[src/rtl/memory_island_bank_arbiter_pkg.sv]
// Shared types for the memory-island wide/narrow bank arbiter: priority modes,
// the in-flight response tag and the stall counter width helper.
package memory_island_bank_arbiter_pkg;

  typedef enum logic [1:0] {
    ARB_NARROW_FIRST = 2'd0,
    ARB_WIDE_FIRST   = 2'd1,
    ARB_ROUND_ROBIN  = 2'd2
  } arb_mode_e;

  // Upper bound on banks per group; the tag mask is sized for it and the
  // arbiter uses the low NumPorts bits.
  localparam int unsigned MaxNumPorts = 16;

  typedef struct packed {
    logic                   valid;
    logic                   is_wide;
    logic [MaxNumPorts-1:0] narrow_mask;
  } bank_rsp_tag_t;

  function automatic int unsigned stall_width(input int unsigned max_stall);
    return (max_stall == 0) ? 1 : $clog2(max_stall + 1);
  endfunction

endpackage

[src/rtl/memory_island_bank_arbiter_if.sv]
// Request, response and bank-side bundle of one arbiter group. The slave
// modport is the arbiter; the master modport is the requester/SRAM side.
interface memory_island_bank_arbiter_if #(
  parameter int unsigned NumPorts  = 4,
  parameter int unsigned AddrWidth = 16,
  parameter int unsigned DataWidth = 32
);
  localparam int unsigned StrbWidth = NumPorts * DataWidth / 8;

  logic [NumPorts-1:0]           narrow_req_valid_i;
  logic [NumPorts-1:0]           narrow_req_ready_o;
  logic [NumPorts*AddrWidth-1:0] narrow_req_addr_i;
  logic [NumPorts-1:0]           narrow_req_we_i;
  logic [NumPorts*DataWidth-1:0] narrow_req_wdata_i;
  logic [StrbWidth-1:0]          narrow_req_strb_i;
  logic [NumPorts-1:0]           narrow_rsp_valid_o;
  logic [NumPorts*DataWidth-1:0] narrow_rsp_rdata_o;
  logic                          wide_req_valid_i;
  logic                          wide_req_ready_o;
  logic [AddrWidth-1:0]          wide_req_addr_i;
  logic                          wide_req_we_i;
  logic [NumPorts*DataWidth-1:0] wide_req_wdata_i;
  logic [StrbWidth-1:0]          wide_req_strb_i;
  logic                          wide_rsp_valid_o;
  logic [NumPorts*DataWidth-1:0] wide_rsp_rdata_o;
  logic [NumPorts-1:0]           bank_req_o;
  logic [NumPorts-1:0]           bank_we_o;
  logic [NumPorts*AddrWidth-1:0] bank_addr_o;
  logic [NumPorts*DataWidth-1:0] bank_wdata_o;
  logic [StrbWidth-1:0]          bank_be_o;
  logic [NumPorts*DataWidth-1:0] bank_rdata_i;
  logic                          wide_starved_o;
  logic                          narrow_starved_o;

  modport slave (
    input  narrow_req_valid_i, narrow_req_addr_i, narrow_req_we_i,
           narrow_req_wdata_i, narrow_req_strb_i, wide_req_valid_i,
           wide_req_addr_i, wide_req_we_i, wide_req_wdata_i, wide_req_strb_i,
           bank_rdata_i,
    output narrow_req_ready_o, narrow_rsp_valid_o, narrow_rsp_rdata_o,
           wide_req_ready_o, wide_rsp_valid_o, wide_rsp_rdata_o,
           bank_req_o, bank_we_o, bank_addr_o, bank_wdata_o, bank_be_o,
           wide_starved_o, narrow_starved_o
  );

  modport master (
    output narrow_req_valid_i, narrow_req_addr_i, narrow_req_we_i,
           narrow_req_wdata_i, narrow_req_strb_i, wide_req_valid_i,
           wide_req_addr_i, wide_req_we_i, wide_req_wdata_i, wide_req_strb_i,
           bank_rdata_i,
    input  narrow_req_ready_o, narrow_rsp_valid_o, narrow_rsp_rdata_o,
           wide_req_ready_o, wide_rsp_valid_o, wide_rsp_rdata_o,
           bank_req_o, bank_we_o, bank_addr_o, bank_wdata_o, bank_be_o,
           wide_starved_o, narrow_starved_o
  );

endinterface

[src/rtl/memory_island_bank_arbiter_tag_pipe.sv]
// Delay line that carries each grant's response tag alongside the fixed
// SRAM read latency, so responses are steered to the requester class that issued them.
module bank_rsp_tag_pipe
  import memory_island_bank_arbiter_pkg::*;
#(
  parameter int unsigned Depth = 1
) (
  input  logic          clk_i,
  input  logic          rst_ni,
  input  bank_rsp_tag_t i_tag,
  output bank_rsp_tag_t o_tag
);

  bank_rsp_tag_t r_tags [Depth];

  always_ff @(posedge clk_i) begin
    if (!rst_ni) begin
      for (int unsigned i = 0; i < Depth; i++) r_tags[i] <= '0;
    end else begin
      r_tags[0] <= i_tag;
      for (int unsigned i = 1; i < Depth; i++) r_tags[i] <= r_tags[i-1];
    end
  end

  assign o_tag = r_tags[Depth-1];

endmodule

[src/rtl/memory_island_bank_arbiter.sv]
// Per-cycle arbitration of one atomic wide request against NumPorts narrow
// requests over a bank group, with starvation forcing and tagged responses.
module memory_island_bank_arbiter
  import memory_island_bank_arbiter_pkg::*;
#(
  parameter int unsigned NumPorts    = 4,
  parameter int unsigned AddrWidth   = 16,
  parameter int unsigned DataWidth   = 32,
  parameter int unsigned BankLatency = 1,
  parameter arb_mode_e   Mode        = ARB_NARROW_FIRST,
  parameter int unsigned MaxStall    = 8
) (
  input logic                         clk_i,
  input logic                         rst_ni,
  memory_island_bank_arbiter_if.slave bus
);

  localparam int unsigned            StallWidth = stall_width(MaxStall);
  localparam logic [StallWidth-1:0]  StallMax   = StallWidth'(MaxStall);
  localparam bit                     ForceEn    = (MaxStall != 0);

  if (BankLatency < 1) begin : g_err_latency
    $error("BankLatency must be at least 1");
  end
  if ((NumPorts < 2) || ((NumPorts & (NumPorts - 1)) != 0)) begin : g_err_ports
    $error("NumPorts must be a power of 2 and at least 2");
  end
  if (NumPorts > MaxNumPorts) begin : g_err_ports_max
    $error("NumPorts exceeds the tag mask width");
  end
  if ((DataWidth % 8) != 0) begin : g_err_data
    $error("DataWidth must be a multiple of 8");
  end

  logic [StallWidth-1:0] r_wide_stall;
  logic [StallWidth-1:0] r_narrow_stall;
  logic                  r_rr_token;  // 0: narrow owns the token, 1: wide
  logic                  w_narrow_any;
  logic                  w_contention;
  logic                  w_wide_prio;
  logic                  w_wide_gnt;
  logic                  w_narrow_gnt;
  logic [NumPorts-1:0]   w_narrow_ready;
  bank_rsp_tag_t         w_tag_in;
  bank_rsp_tag_t         w_tag_out;
  logic                  w_unused_tag_mask;

  assign w_narrow_any = |bus.narrow_req_valid_i;
  assign w_contention = bus.wide_req_valid_i & w_narrow_any;

  always_comb begin
    w_wide_prio = 1'b0;
    case (Mode)
      ARB_NARROW_FIRST: w_wide_prio = ForceEn && (r_wide_stall == StallMax);
      ARB_WIDE_FIRST:   w_wide_prio = !(ForceEn && (r_narrow_stall == StallMax));
      ARB_ROUND_ROBIN:  w_wide_prio = r_rr_token;
      default:          w_wide_prio = 1'b0;
    endcase
  end

  assign w_wide_gnt     = bus.wide_req_valid_i & (~w_narrow_any | w_wide_prio);
  assign w_narrow_gnt   = w_narrow_any & ~w_wide_gnt;
  assign w_narrow_ready = w_narrow_gnt ? bus.narrow_req_valid_i : '0;

  assign bus.wide_req_ready_o   = w_wide_gnt;
  assign bus.narrow_req_ready_o = w_narrow_ready;

  assign bus.bank_req_o   = w_wide_gnt ? '1 : w_narrow_ready;
  assign bus.bank_we_o    = w_wide_gnt ? {NumPorts{bus.wide_req_we_i}} : bus.narrow_req_we_i;
  assign bus.bank_addr_o  = w_wide_gnt ? {NumPorts{bus.wide_req_addr_i}} : bus.narrow_req_addr_i;
  assign bus.bank_wdata_o = w_wide_gnt ? bus.wide_req_wdata_i : bus.narrow_req_wdata_i;
  assign bus.bank_be_o    = w_wide_gnt ? bus.wide_req_strb_i : bus.narrow_req_strb_i;

  // A class's counter only advances in cycles it contends and loses.
  always_ff @(posedge clk_i) begin
    if (!rst_ni) begin
      r_wide_stall   <= '0;
      r_narrow_stall <= '0;
      r_rr_token     <= 1'b0;
    end else begin
      if (!bus.wide_req_valid_i || w_wide_gnt) begin
        r_wide_stall <= '0;
      end else if (w_contention && (r_wide_stall != StallMax)) begin
        r_wide_stall <= r_wide_stall + 1'b1;
      end
      if (!w_narrow_any || w_narrow_gnt) begin
        r_narrow_stall <= '0;
      end else if (w_contention && (r_narrow_stall != StallMax)) begin
        r_narrow_stall <= r_narrow_stall + 1'b1;
      end
      if (w_contention) r_rr_token <= ~r_rr_token;
    end
  end

  assign bus.wide_starved_o   = ForceEn && (r_wide_stall == StallMax);
  assign bus.narrow_starved_o = ForceEn && (r_narrow_stall == StallMax);

  always_comb begin
    w_tag_in                           = '0;
    w_tag_in.valid                     = w_wide_gnt | w_narrow_gnt;
    w_tag_in.is_wide                   = w_wide_gnt;
    w_tag_in.narrow_mask[NumPorts-1:0] = w_narrow_ready;
  end

  bank_rsp_tag_pipe #(
    .Depth (BankLatency)
  ) u_tag_pipe (
    .clk_i  (clk_i),
    .rst_ni (rst_ni),
    .i_tag  (w_tag_in),
    .o_tag  (w_tag_out)
  );

  // Bits above NumPorts are always zero in the tag.
  assign w_unused_tag_mask = ^w_tag_out.narrow_mask;

  assign bus.wide_rsp_valid_o   = w_tag_out.valid & w_tag_out.is_wide;
  assign bus.wide_rsp_rdata_o   = bus.bank_rdata_i;
  assign bus.narrow_rsp_valid_o = (w_tag_out.valid & ~w_tag_out.is_wide)
                                ? w_tag_out.narrow_mask[NumPorts-1:0] : '0;
  assign bus.narrow_rsp_rdata_o = bus.bank_rdata_i;

endmodule

[src/flat_wrapper.sv]
// flat-port wrapper written by rule: the top's interface ports become plain ports
module memory_island_bank_arbiter_flat import memory_island_bank_arbiter_pkg::*;
#(
  parameter int unsigned NumPorts    = 4,
  parameter int unsigned AddrWidth   = 16,
  parameter int unsigned DataWidth   = 32,
  parameter int unsigned BankLatency = 1,
  parameter arb_mode_e   Mode        = ARB_NARROW_FIRST,
  parameter int unsigned MaxStall    = 8
)
  (clk_i, rst_ni, bus_narrow_req_valid_i, bus_narrow_req_addr_i, bus_narrow_req_we_i, bus_narrow_req_wdata_i, bus_narrow_req_strb_i, bus_wide_req_valid_i, bus_wide_req_addr_i, bus_wide_req_we_i, bus_wide_req_wdata_i, bus_wide_req_strb_i, bus_bank_rdata_i, bus_narrow_req_ready_o, bus_narrow_rsp_valid_o, bus_narrow_rsp_rdata_o, bus_wide_req_ready_o, bus_wide_rsp_valid_o, bus_wide_rsp_rdata_o, bus_bank_req_o, bus_bank_we_o, bus_bank_addr_o, bus_bank_wdata_o, bus_bank_be_o, bus_wide_starved_o, bus_narrow_starved_o);
  memory_island_bank_arbiter_if #(.NumPorts(NumPorts), .AddrWidth(AddrWidth), .DataWidth(DataWidth)) bus_i ();
  input logic clk_i;
  input logic rst_ni;
  input wire logic [$bits(bus_i.narrow_req_valid_i)-1:0] bus_narrow_req_valid_i;
  input wire logic [$bits(bus_i.narrow_req_addr_i)-1:0] bus_narrow_req_addr_i;
  input wire logic [$bits(bus_i.narrow_req_we_i)-1:0] bus_narrow_req_we_i;
  input wire logic [$bits(bus_i.narrow_req_wdata_i)-1:0] bus_narrow_req_wdata_i;
  input wire logic [$bits(bus_i.narrow_req_strb_i)-1:0] bus_narrow_req_strb_i;
  input wire logic [$bits(bus_i.wide_req_valid_i)-1:0] bus_wide_req_valid_i;
  input wire logic [$bits(bus_i.wide_req_addr_i)-1:0] bus_wide_req_addr_i;
  input wire logic [$bits(bus_i.wide_req_we_i)-1:0] bus_wide_req_we_i;
  input wire logic [$bits(bus_i.wide_req_wdata_i)-1:0] bus_wide_req_wdata_i;
  input wire logic [$bits(bus_i.wide_req_strb_i)-1:0] bus_wide_req_strb_i;
  input wire logic [$bits(bus_i.bank_rdata_i)-1:0] bus_bank_rdata_i;
  output wire logic [$bits(bus_i.narrow_req_ready_o)-1:0] bus_narrow_req_ready_o;
  output wire logic [$bits(bus_i.narrow_rsp_valid_o)-1:0] bus_narrow_rsp_valid_o;
  output wire logic [$bits(bus_i.narrow_rsp_rdata_o)-1:0] bus_narrow_rsp_rdata_o;
  output wire logic [$bits(bus_i.wide_req_ready_o)-1:0] bus_wide_req_ready_o;
  output wire logic [$bits(bus_i.wide_rsp_valid_o)-1:0] bus_wide_rsp_valid_o;
  output wire logic [$bits(bus_i.wide_rsp_rdata_o)-1:0] bus_wide_rsp_rdata_o;
  output wire logic [$bits(bus_i.bank_req_o)-1:0] bus_bank_req_o;
  output wire logic [$bits(bus_i.bank_we_o)-1:0] bus_bank_we_o;
  output wire logic [$bits(bus_i.bank_addr_o)-1:0] bus_bank_addr_o;
  output wire logic [$bits(bus_i.bank_wdata_o)-1:0] bus_bank_wdata_o;
  output wire logic [$bits(bus_i.bank_be_o)-1:0] bus_bank_be_o;
  output wire logic [$bits(bus_i.wide_starved_o)-1:0] bus_wide_starved_o;
  output wire logic [$bits(bus_i.narrow_starved_o)-1:0] bus_narrow_starved_o;
  assign bus_i.narrow_req_valid_i = bus_narrow_req_valid_i;
  assign bus_i.narrow_req_addr_i = bus_narrow_req_addr_i;
  assign bus_i.narrow_req_we_i = bus_narrow_req_we_i;
  assign bus_i.narrow_req_wdata_i = bus_narrow_req_wdata_i;
  assign bus_i.narrow_req_strb_i = bus_narrow_req_strb_i;
  assign bus_i.wide_req_valid_i = bus_wide_req_valid_i;
  assign bus_i.wide_req_addr_i = bus_wide_req_addr_i;
  assign bus_i.wide_req_we_i = bus_wide_req_we_i;
  assign bus_i.wide_req_wdata_i = bus_wide_req_wdata_i;
  assign bus_i.wide_req_strb_i = bus_wide_req_strb_i;
  assign bus_i.bank_rdata_i = bus_bank_rdata_i;
  assign bus_narrow_req_ready_o = bus_i.narrow_req_ready_o;
  assign bus_narrow_rsp_valid_o = bus_i.narrow_rsp_valid_o;
  assign bus_narrow_rsp_rdata_o = bus_i.narrow_rsp_rdata_o;
  assign bus_wide_req_ready_o = bus_i.wide_req_ready_o;
  assign bus_wide_rsp_valid_o = bus_i.wide_rsp_valid_o;
  assign bus_wide_rsp_rdata_o = bus_i.wide_rsp_rdata_o;
  assign bus_bank_req_o = bus_i.bank_req_o;
  assign bus_bank_we_o = bus_i.bank_we_o;
  assign bus_bank_addr_o = bus_i.bank_addr_o;
  assign bus_bank_wdata_o = bus_i.bank_wdata_o;
  assign bus_bank_be_o = bus_i.bank_be_o;
  assign bus_wide_starved_o = bus_i.wide_starved_o;
  assign bus_narrow_starved_o = bus_i.narrow_starved_o;
  memory_island_bank_arbiter #(.NumPorts(NumPorts), .AddrWidth(AddrWidth), .DataWidth(DataWidth), .BankLatency(BankLatency), .Mode(Mode), .MaxStall(MaxStall)) u_core (.clk_i(clk_i), .rst_ni(rst_ni), .bus(bus_i));
endmodule
[config.mk]
export PLATFORM = sky130hd
export DESIGN_NAME = memory_island_bank_arbiter_flat
export DESIGN_NICKNAME = d
export VERILOG_FILES = /design/src/rtl/memory_island_bank_arbiter_pkg.sv /design/src/rtl/memory_island_bank_arbiter_if.sv /design/src/rtl/memory_island_bank_arbiter_tag_pipe.sv /design/src/rtl/memory_island_bank_arbiter.sv /design/src/flat_wrapper.sv
export SDC_FILE = /design/constraint.sdc
export NUM_CORES = 1
export LEC_CHECK = 0
export ABC_AREA = 1
export CAP_MARGIN = 25
export CORE_AREA = 3 3 387 389
export CTS_CLUSTER_DIAMETER = 60
export DETAILED_ROUTE_END_ITERATION = 8
export DIE_AREA = 0 0 390 392
export PLACE_DENSITY_LB_ADDON = 0.25
export SLEW_MARGIN = 25
export SYNTH_ARGS = -nofsm -noshare
export SYNTH_HDL_FRONTEND = slang
export SYNTH_SLANG_ARGS = --single-unit
[constraint.sdc]
create_clock -name clk_i -period 5.2 [get_ports clk_i]
set_input_delay 1.56 -clock clk_i [delete_from_list [all_inputs] [get_ports clk_i]]
set_output_delay 1.56 -clock clk_i [all_outputs]
set_load 0.05 [all_outputs]
==> results of run 1 <==
[per-stage QoR]
step                  TNS, ns  setup WS [ns]
global placement       -8.637        -0.2806
CTS                         0        0.03633
detailed placement     -1.081        -0.1620
finish                      0         0.1233
global route        -0.007304      -0.007304
floorplan                   0         0.8126
[per-layer routing]
layer	vias to the layer above	global-route usage [%]	part of all wire (%)
li1	3382	-	-
met1	3173	10.45	35
met2	773	17.40	48
met3	69	7.249	17
met4	8	0.3382	0.68
met5	-	2.010	0.53
[cells by family after synthesis]
logic type	after synthesis	synth area share, %
AND/OR/NAND/NOR	634	46.67
buffers and inverters	324	45.52
flip-flops	14	5.450
AO/OA/AOI/OAI	9	0.8759
adder cells (fa/ha/maj)	4	0.9733
XOR/XNOR	3	0.5110
[power by group through the flow]
stage,Sequential [W],Combinational [W],Clock [W]
6_report,0.000112,0.00144,0.000160
5_1_grt,0.000113,0.00151,0.000167
3_3_place_gp,0.000115,0.00147,0
3_5_place_dp,0.000115,0.00147,0
4_1_cts,0.000112,0.00147,0.000164
2_1_floorplan,0.000114,0.00105,0
[synthesized netlist by cell type, types with 2 or more instances]
master   number
nor2_1       17
a21oi_1       4
nand2_1     604
inv_1        21
o21ai_0       5
dfxtp_1      14
buf_6        12
xor2_1        2
inv_2         2
nor3_1        4
nand4_1       2
nand3_1       6
buf_2        20
buf_4       269
ha_1          4
[worst max-delay path: stages]
cell and delay [ns]:
clkdlybuf4s50_1 0.43, nor2_1 0.14, nand2_1 0.11, nand2_2 0.13
nand2_8 0.12, inv_8 0.12, buf_12 0.16, buf_4 0.25
nand2_1 0.13, nand2_1 0.18, buf_12 0.16
[flip-flops by register name (all words and copies together), names as in the netlist]
register,count
u_core.u_tag_pipe.r_tags,6
u_core.r_narrow_stall,4
u_core.r_wide_stall,4
[worst min-delay path by stage]
stage	from	endpoint	depth (start not counted)	slack (ns)
6_report	u_core.r_wide_stall[0]$_SDFFE_PP0P_	u_core.r_wide_stall[0]$_SDFFE_PP0P_	1	0.47
5_1_grt	u_core.r_wide_stall[0]$_SDFFE_PP0P_	u_core.r_wide_stall[0]$_SDFFE_PP0P_	1	0.52
4_1_cts	u_core.r_wide_stall[0]$_SDFFE_PP0P_	u_core.r_wide_stall[0]$_SDFFE_PP0P_	1	0.48
3_5_place_dp	u_core.r_wide_stall[0]$_SDFFE_PP0P_	u_core.r_wide_stall[0]$_SDFFE_PP0P_	1	0.47
3_3_place_gp	u_core.r_wide_stall[0]$_SDFFE_PP0P_	u_core.r_wide_stall[0]$_SDFFE_PP0P_	1	0.45
2_1_floorplan	u_core.r_wide_stall[0]$_SDFFE_PP0P_	u_core.r_wide_stall[0]$_SDFFE_PP0P_	1	0.43
[final cells by class]
class | instances | share of cell area, %
sequential | 14 | 1.963
multi-input combinational | 650 | 18.09
timing repair buffer | 652 | 61.72
inverter | 23 | 0.6573
clock buffer | 4 | 0.6222
antenna | 2 | 0.03505
tap | 1930 | 16.91
[timing repair]
action,in CTS,in global routing
endpoints found under the setup margin,25,7
resized for setup,13,7
pin swaps,0,0
==> impl_metrics.py, run 1 <==
metrics = {
    "finish": {
        "postLayoutCoreUtil_pct": 9.704,
        "num-nets-final": 1856,
        "layout-drive-gt1-share_pct": 21.59,
        "multiInputGateArea_sq_um": 2582,
        "fillers": 17190,
        "final_common_cell": "nand2_1",
        "stdcell_area_sq_um": 14280,
        "final_cells": 3275,
        "syn_to_final_growth_pct": 177.6,
        "layout_common_cells": "587 x nand2_1, 386 x clkdlybuf4s50_1, 234 x buf_12",
        "regArea_sq_um": 280.3,
    },
    "die": {
        "start_util_pct": 3.495,
        "pin_count": 992,
        "die_w_um": 390,
        "fp-row-count": 141,
        "core_area_sq_um": 147100,
        "dieArea_sq_um": 152900,
        "die_h_um": 392,
    },
    "sta": {
        "slew_violations": 0,
        "max_freq_mhz": 197.0,
        "tightest_slew_ns": 0.7697,
        "slew_headroom_pct": 48.53,
        "period_share_pct": 97.63,
        "skew_ns": 0.001125,
        "rsz0062_at_grt": "true",
        "hold_viol_final": 0,
        "timing.hold.ws_ns": 0.4695,
        "min_period_ns": 5.077,
        "setup_viol": 0,
    },
    "placed_design": {
        "place_inst": 3269,
        "gp_congestion": 0.8020,
        "post_dp_cell_area_sq_um": 14120,
        "hpwl_mm": 78.30,
        "portBuffers": 607,
    },
    "pwr": {
        "p_switching_w": 0.0007738,
        "power.share.clock_pct": 9.3,
        "internal-power_w": 0.0009403,
        "p_per_area_nw_per_um2": 120.1,
        "p_seq_share_pct": 6.6,
        "p_total_w": 0.001714,
        "leakagePower_nw": 6.021,
        "swShare_pct": 45.14,
        "ir_drop_mv": 0.08941,
        "combPwrFrac_pct": 84.1,
    },
    "setup_path": {
        "rr_worst_depth": 8,
        "arrival_ns": 3.52,
        "critPathLaunch": "bus_narrow_req_valid_i[2]",
        "worstPathMaxFanout": 18,
        "r2r-end": "u_core.u_tag_pipe.r_tags[0][1]$_SDFF_PN0_",
        "worstSetupPathType": "in2out",
        "crit_path_end_kind": "output port",
        "crit_end": "bus_bank_be_o[8]",
        "required_ns": 3.64,
        "regToRegSetupSlack_ns": 3.38,
        "r2r-start": "u_core.r_wide_stall[0]$_SDFFE_PP0P_",
        "critPathLaunchType": "input port",
    },
    "clock_network": {
        "numCtsBuffers": 3,
        "h-tree-depth": 1,
        "clock_latency_ns": 0.24,
        "cts_buffer_depth": 2,
        "cts_tree": "built",
        "post_cts_buffers": 0,
        "clock-root-buffer": "clkbuf_16",
        "cts_hold_buf": 0,
        "numClockSinks": 14,
        "cts.clk_slew.worst_paths_ns": 0.05,
    },
    "synthesis": {
        "synth_edf_count": 0,
        "synth.cell_area_sq_um": 5142,
        "async_reset_ff_share_pct": 0,
        "synth.ff_latch_count": 14,
        "yosys_most_used_dff": "dfxtp_1",
        "synthCells": 988,
        "yosysWarnings": 0,
        "ys_seq_area_share_pct": 5.450,
        "synth.top_cell.area_share_pct": 44.09,
        "yosys-top-cells-area": "nand2_1 44%, buf_4 39%, dfxtp_1 5.5%, buf_6 2.6%, buf_2 1.9%",
        "synth_area_per_cell_sq_um": 5.205,
        "ys_types": 17,
        "syn-num-nets": 1500,
        "synth_top_cell_by_area": "nand2_1",
    },
    "detailed_routing": {
        "dr_total_vias": 7405,
        "vias_per_cell": 2.261,
        "firstDrtPassIters": 5,
        "first_iter_violations": 370,
        "postRouteAntennaNets": 0,
        "wl_per_cell_um": 25.23,
        "routed_wl_mm": 82.62,
        "drc": 0,
    },
    "worst_hold_path": {
        "hold_path.class": "reg2reg",
    },
    "grt": {
        "grt-ovfl-total": 0,
        "antenna_found_initial": 46,
        "grt_use_total_pct": 10.15,
        "grt_max_degree": 62,
        "grt_pass1_wl_mm": 97.81,
        "grt_pass1_vias": 7480,
    },
    "job": {
        "cap_violations": 0,
    },
    "outcome": {
        "outcome": "completed",
    },
}
Power figures use the tool's default switching activity.
==> run 2, diff against run 1 <==
--- a/config.mk
+++ b/config.mk
@@ -7,10 +7,10 @@
 export LEC_CHECK = 0
 export ABC_AREA = 1
 export CAP_MARGIN = 25
-export CORE_AREA = 3 3 387 389
+export CORE_AREA = 2 2 386 388
 export CTS_CLUSTER_DIAMETER = 60
 export DETAILED_ROUTE_END_ITERATION = 8
-export DIE_AREA = 0 0 390 392
+export DIE_AREA = 0 0 388 390
 export PLACE_DENSITY_LB_ADDON = 0.25
 export SLEW_MARGIN = 25
 export SYNTH_ARGS = -nofsm -noshare
==> run 2 against run 1 <==
Core utilization increased by 0.075 points. Sequential power about the same. Sequential cell count unchanged. Die area decreased by 1.0%. Global-route usage about the same. Via count increased by 1.0%. Wire length decreased by 0.27%. Fmax increased by 0.29%. Clock power about the same. Clock skew about the same. Largest power group unchanged. Highest routed layer unchanged.
==> impl_metrics.py, run 2 (synthesized netlist as in run 1, its figures left out) <==
metrics = {
    "outcome": {
        "outcome": "completed",
    },
    "setup_path": {
        "rr_worst_depth": 8,
        "worstPathMaxFanout": 26,
        "required_ns": 3.64,
        "r2r-end": "u_core.u_tag_pipe.r_tags[0][3]$_SDFF_PN0_",
        "crit_end": "bus_bank_wdata_o[96]",
        "critPathLaunch": "bus_narrow_req_valid_i[2]",
        "r2r-start": "u_core.r_wide_stall[0]$_SDFFE_PP0P_",
        "crit_path_end_kind": "output port",
        "arrival_ns": 3.50,
        "worstSetupPathType": "in2out",
        "critPathLaunchType": "input port",
        "regToRegSetupSlack_ns": 3.55,
    },
    "clock_network": {
        "cts.clk_slew.worst_paths_ns": 0.05,
        "clock_latency_ns": 0.24,
        "numClockSinks": 14,
        "numCtsBuffers": 3,
        "cts_buffer_depth": 2,
        "h-tree-depth": 1,
        "clock-root-buffer": "clkbuf_16",
        "cts_hold_buf": 0,
        "cts_tree": "built",
    },
    "sta": {
        "max_freq_mhz": 197.6,
        "timing.hold.ws_ns": 0.4666,
        "setup_slack_ns": 0.1381,
        "hold_viol_final": 0,
        "skew_ns": 0.001119,
        "period_share_pct": 97.34,
        "slew_headroom_pct": 48.71,
        "slew_violations": 0,
        "tightest_slew_ns": 0.7669,
        "min_period_ns": 5.062,
        "rsz0062_at_grt": "false",
        "setup_viol": 0,
    },
    "finish": {
        "final_common_cell": "nand2_1",
        "reg_top3": "u_core.u_tag_pipe.r_tags: 6 flops, u_core.r_narrow_stall: 4 flops, u_core.r_wide_stall: 4 flops",
        "syn_to_final_growth_pct": 179.8,
        "multiInputGateArea_sq_um": 2592,
        "stdcell_area_sq_um": 14390,
        "antennaDiodeCount": 0,
        "final_cells": 3273,
        "fillers": 17170,
        "regArea_sq_um": 280.3,
        "layout-drive-gt1-share_pct": 21.30,
        "max_flop_register": "u_core.u_tag_pipe.r_tags",
        "largest_register_ffs": 6,
        "layout_common_cells": "591 x nand2_1, 386 x clkdlybuf4s50_1, 231 x buf_12",
        "num-nets-final": 1856,
    },
    "detailed_routing": {
        "dr_total_vias": 7479,
        "drc": 0,
        "vias_per_cell": 2.285,
        "wl_per_cell_um": 25.18,
        "firstDrtPassIters": 4,
        "routed_wl_mm": 82.40,
        "first_iter_violations": 240,
        "postRouteAntennaNets": 0,
    },
    "pwr": {
        "ir_drop_mv": 0.07056,
        "p_total_w": 0.001708,
        "leakagePower_nw": 6.080,
        "p_per_area_nw_per_um2": 118.7,
    },
    "grt": {
        "grt-ovfl-total": 0,
        "grt_pass1_vias": 7841,
        "antenna_found_initial": 55,
        "grt_max_degree": 52,
        "grt_pass1_wl_mm": 98.52,
        "grt_use_total_pct": 10.18,
    },
    "die": {
        "dieArea_sq_um": 151300,
        "core_area_sq_um": 147100,
        "pin_count": 992,
        "fp-row-count": 141,
        "die_w_um": 388,
        "die_h_um": 390,
        "start_util_pct": 3.495,
    },
    "placed_design": {
        "hpwl_mm": 76.32,
        "post_dp_cell_area_sq_um": 14090,
        "portBuffers": 607,
        "place_inst": 3265,
        "pre_cts_ws_ns": -0.3404,
        "gp_congestion": 0.7688,
    },
    "worst_hold_path": {
        "hold_path.class": "reg2reg",
        "worstHoldPathCells": 1,
    },
    "job": {
        "cap_violations": 0,
    },
}
run 2: cell types whose count changed in the layout (fill, tap and decap cells not counted), moves of 2 or more:
cell / delta
nand2_4: +4
clkbuf_16: +4
buf_4: -4
nand2_2: -8
nand2_1: +4
buf_16: +3
buf_12: -3
diode_2: -2
run 2: worst min-delay path by stage:
stage / start / end / slack (ns)
6_report: u_core.r_wide_stall[0]$_SDFFE_PP0P_ / u_core.r_wide_stall[0]$_SDFFE_PP0P_ / 0.47
4_1_cts: u_core.r_wide_stall[0]$_SDFFE_PP0P_ / u_core.r_wide_stall[0]$_SDFFE_PP0P_ / 0.48
3_3_place_gp: u_core.r_wide_stall[0]$_SDFFE_PP0P_ / u_core.r_wide_stall[0]$_SDFFE_PP0P_ / 0.45
2_1_floorplan: u_core.r_wide_stall[0]$_SDFFE_PP0P_ / u_core.r_wide_stall[0]$_SDFFE_PP0P_ / 0.43
3_5_place_dp: u_core.r_wide_stall[0]$_SDFFE_PP0P_ / u_core.r_wide_stall[0]$_SDFFE_PP0P_ / 0.46
5_1_grt: u_core.r_wide_stall[0]$_SDFFE_PP0P_ / u_core.r_wide_stall[0]$_SDFFE_PP0P_ / 0.49
run 2: metrics by stage:
step	util [%]	setup TNS, ns
2_1_floorplan	-	0
3_3_place_gp	9.580	-3.170
3_5_place_dp	9.580	-2.474
4_1_cts	9.688	0
5_1_grt	9.779	0
6_report	9.779	0
run 2: repair_timing:
item	CTS	global route
endpoints found under the setup margin	18	20
resized for setup	19	8
cloned	0	4
setup buffers	0	0
run 2: cell type report:
type / instances / area share (%)
Timing Repair Buffer: 652 / 61.92
Multi-Input combinational cell: 650 / 18.02
Clock buffer: 4 / 0.6174
Sequential cell: 14 / 1.948
Tap cell: 1930 / 16.78
Inverter: 23 / 0.7131
run 2: layer usage:
layer | vias to the layer above | GRT usage, % | share of wire, % | wire (um)
met5 | - | 0.5423 | 0.059 | 49
met4 | 6 | 0.3891 | 0.70 | 578
met3 | 80 | 7.006 | 15 | 12680
met2 | 758 | 17.83 | 48 | 39820
met1 | 3255 | 10.41 | 36 | 29280
li1 | 3380 | - | - | -
run 2: worst max-delay path, stage by stage:
cell             delay, ns
clkdlybuf4s50_1       0.49
nor2_1                0.05
nand2_1               0.13
nand2_2               0.11
nand2_8               0.16
buf_16                0.20
buf_8                 0.22
nand2_1               0.07
nand2_1               0.24
buf_12                0.18
run 2: where the power goes:
part | switching [W] | internal [W] | total [W]
sequential | 0.00000144 | 0.000111 | 0.000112
clock | 0.0000437 | 0.000116 | 0.000160
combinational | 0.000723 | 0.000713 | 0.00144
total | 0.000768 | 0.000940 | 0.00171
==> variant, RTL diff (settings of run 1) <==
Make the reset (`rst_ni`) asynchronous in 2 clocked blocks.
--- a/src/rtl/memory_island_bank_arbiter_tag_pipe.sv
+++ b/src/rtl/memory_island_bank_arbiter_tag_pipe.sv
@@ -13,7 +13,7 @@
 
   bank_rsp_tag_t r_tags [Depth];
 
-  always_ff @(posedge clk_i) begin
+  always_ff @(posedge clk_i or negedge rst_ni) begin
     if (!rst_ni) begin
       for (int unsigned i = 0; i < Depth; i++) r_tags[i] <= '0;
     end else begin
--- a/src/rtl/memory_island_bank_arbiter.sv
+++ b/src/rtl/memory_island_bank_arbiter.sv
@@ -72,7 +72,7 @@
   assign bus.bank_be_o    = w_wide_gnt ? bus.wide_req_strb_i : bus.narrow_req_strb_i;
 
   // A class's counter only advances in cycles it contends and loses.
-  always_ff @(posedge clk_i) begin
+  always_ff @(posedge clk_i or negedge rst_ni) begin
     if (!rst_ni) begin
       r_wide_stall   <= '0;
       r_narrow_stall <= '0;
Check against the original RTL: differs if rst_ni is asserted again (counterexample within 4 cycles, from zero or initial values and one cycle with rst_ni low); with rst_ni held inactive, the same outputs for 4 cycles.
==> variant against run 1 <==
Routed wire length shrank 11%; critical path depth shrank 2; area after synthesis grew 3.6%; sequential cell count is the same; worst setup slack gained 6.0 ps; final area grew 2.0%; sequential power grew 4%; maximum frequency grew 0.12%; synthesized cell count grew 0.10%; count of clock-buffer cells in the layout shrank 1; die area is the same; total power shrank 0.87%; critical path type unchanged; largest power group unchanged.
==> variant: results (changes against run 1) <==
- Post-CTS sizing: 0 (-13)
- Reg2Reg Setup Slack: 3320 ps (-60 ps)
- Top post-synthesis cells by area: buf_4, nand2_1, nand3_1
- Total GRT Usage: 8.99% (-1.2 points)
- Initial antenna violation count: 36 (-22%)
- Final Wtd Congestion: 0.756 (-5.8%)
- DRT Pass-1 Iters: 6 (+1)
- Fillers: 17.2k (-0.11%)
- DR vias: 7654 (+3.4%)
- Layout Nets: 1849 (-0.38%)
- Post-DR wirelength/cell: 22.5 um (-11%)
- Global-route wire length before repair: 89900 um (-8.1%)
- Synth Net Count: 1501 (+0.067%)
- Worst setup path endpoint: bus_bank_wdata_o[50]
- Largest net degree at the start of global routing: 49 (-21%)
- Main flop type after synthesis: dfrtp_1
- Async set-reset flop share out of synthesis: 100% (+100 points)
- Leak pwr: 6.13 nW (+1.8%)
- R2r startpoint: u_core.r_wide_stall[0]$_DFFE_PN0P_
- R2r endpoint: u_core.u_tag_pipe.o_tag[2]$_DFF_PN0_
- Sequential share of the synthesized area: 6.57% (+1.1 points)
- Final HPWL DP: 68200 um (-13%)
- 1st-iter DRT viols: 339 (-8.4%)
- Crit path arrival time: 3510 ps (about the same)
- Status: complete, no violations
- Most frequent cells after synthesis: nand2_1, buf_4, nand3_1, buf_2, clkbuf_1
## variant: cell count changes after synthesis, moves of 3 or more
cell / run 1 / this run
nor3_1: 4 / 0
buf_2: 20 / 26
nand3_1: 6 / 165
buf_6: 12 / 0
dfrtp_1: 0 / 14
a21oi_1: 4 / 1
nand2_1: 604 / 435
buf_1: 0 / 5
clkbuf_1: 0 / 22
dfxtp_1: 14 / 0
buf_4: 269 / 265
## variant: how the worst min path moves through the flow
stage	from	endpoint	slack [ps]	cells past startpoint
3_5_place_dp	u_core.r_wide_stall[0]$_DFFE_PN0P_	u_core.r_wide_stall[0]$_DFFE_PN0P_	480	1
6_report	u_core.r_wide_stall[0]$_DFFE_PN0P_	u_core.r_wide_stall[0]$_DFFE_PN0P_	490	1
5_1_grt	u_core.r_wide_stall[0]$_DFFE_PN0P_	u_core.r_wide_stall[0]$_DFFE_PN0P_	530	1
2_1_floorplan	u_core.r_wide_stall[0]$_DFFE_PN0P_	u_core.r_wide_stall[0]$_DFFE_PN0P_	450	1
4_1_cts	u_core.r_wide_stall[0]$_DFFE_PN0P_	u_core.r_wide_stall[0]$_DFFE_PN0P_	490	1
3_3_place_gp	u_core.r_wide_stall[0]$_DFFE_PN0P_	u_core.r_wide_stall[0]$_DFFE_PN0P_	480	1
## variant: cell type report
class / count / area [um^2] / share of cell area (%)
inverters: 20 / 75.1 / 0.516
diodes: 4 / 10.0 / 0.0687
multi-input cells: 637 / 2700 / 18.6
flip-flops and latches: 14 / 350 / 2.41
well taps: 1930 / 2410 / 16.6
clock buffers: 3 / 75.1 / 0.516
repair buffers: 661 / 8930 / 61.4
## variant: power by group
group | leakage, nW | internal (mW) | switching (mW) | total, mW
clock network | 0.0370 | 0.100 | 0.0425 | 0.143
logic | 5.91 | 0.719 | 0.721 | 1.44
registers | 0.179 | 0.113 | 0.00279 | 0.116
## variant: per-stage QoR
stage                     cells  worst slack (ps)  hold WS (ps)
after global routing       3265              56.2           531
after CTS                  3265              72.0           489
after detailed placement   3262              83.0           483
after global placement     3262              87.6           483
after floorplan             989               765           454
final                      3269               129           490
## variant: worst max-delay path, stage by stage
cell and delay (ps):
clkdlybuf4s50_1 460, nor2_1 210, nand2_2 140, nand2_8 120, buf_12 210, buf_4 210, nand3_1 150, nand2_1 210
buf_12 160
## variant: layer usage
layer	vias to the layer above	GRT usage, %	part of all wire, %
met3	66	5.79	16
li1	3513	-	-
met5	-	0.702	0.20
met2	706	14.1	44
met1	3367	10.7	39
met4	2	0.469	0.96
## variant: cell families after synthesis
logic type,after synthesis,share of synthesized area [%]
XOR/XNOR,4,0.657
AND/OR/NAND/NOR,623,48.2
adder cells (fa/ha/maj),4,0.939
AO/OA/AOI/OAI,6,0.563
flip-flops,14,6.57
buffers and inverters,338,43.1
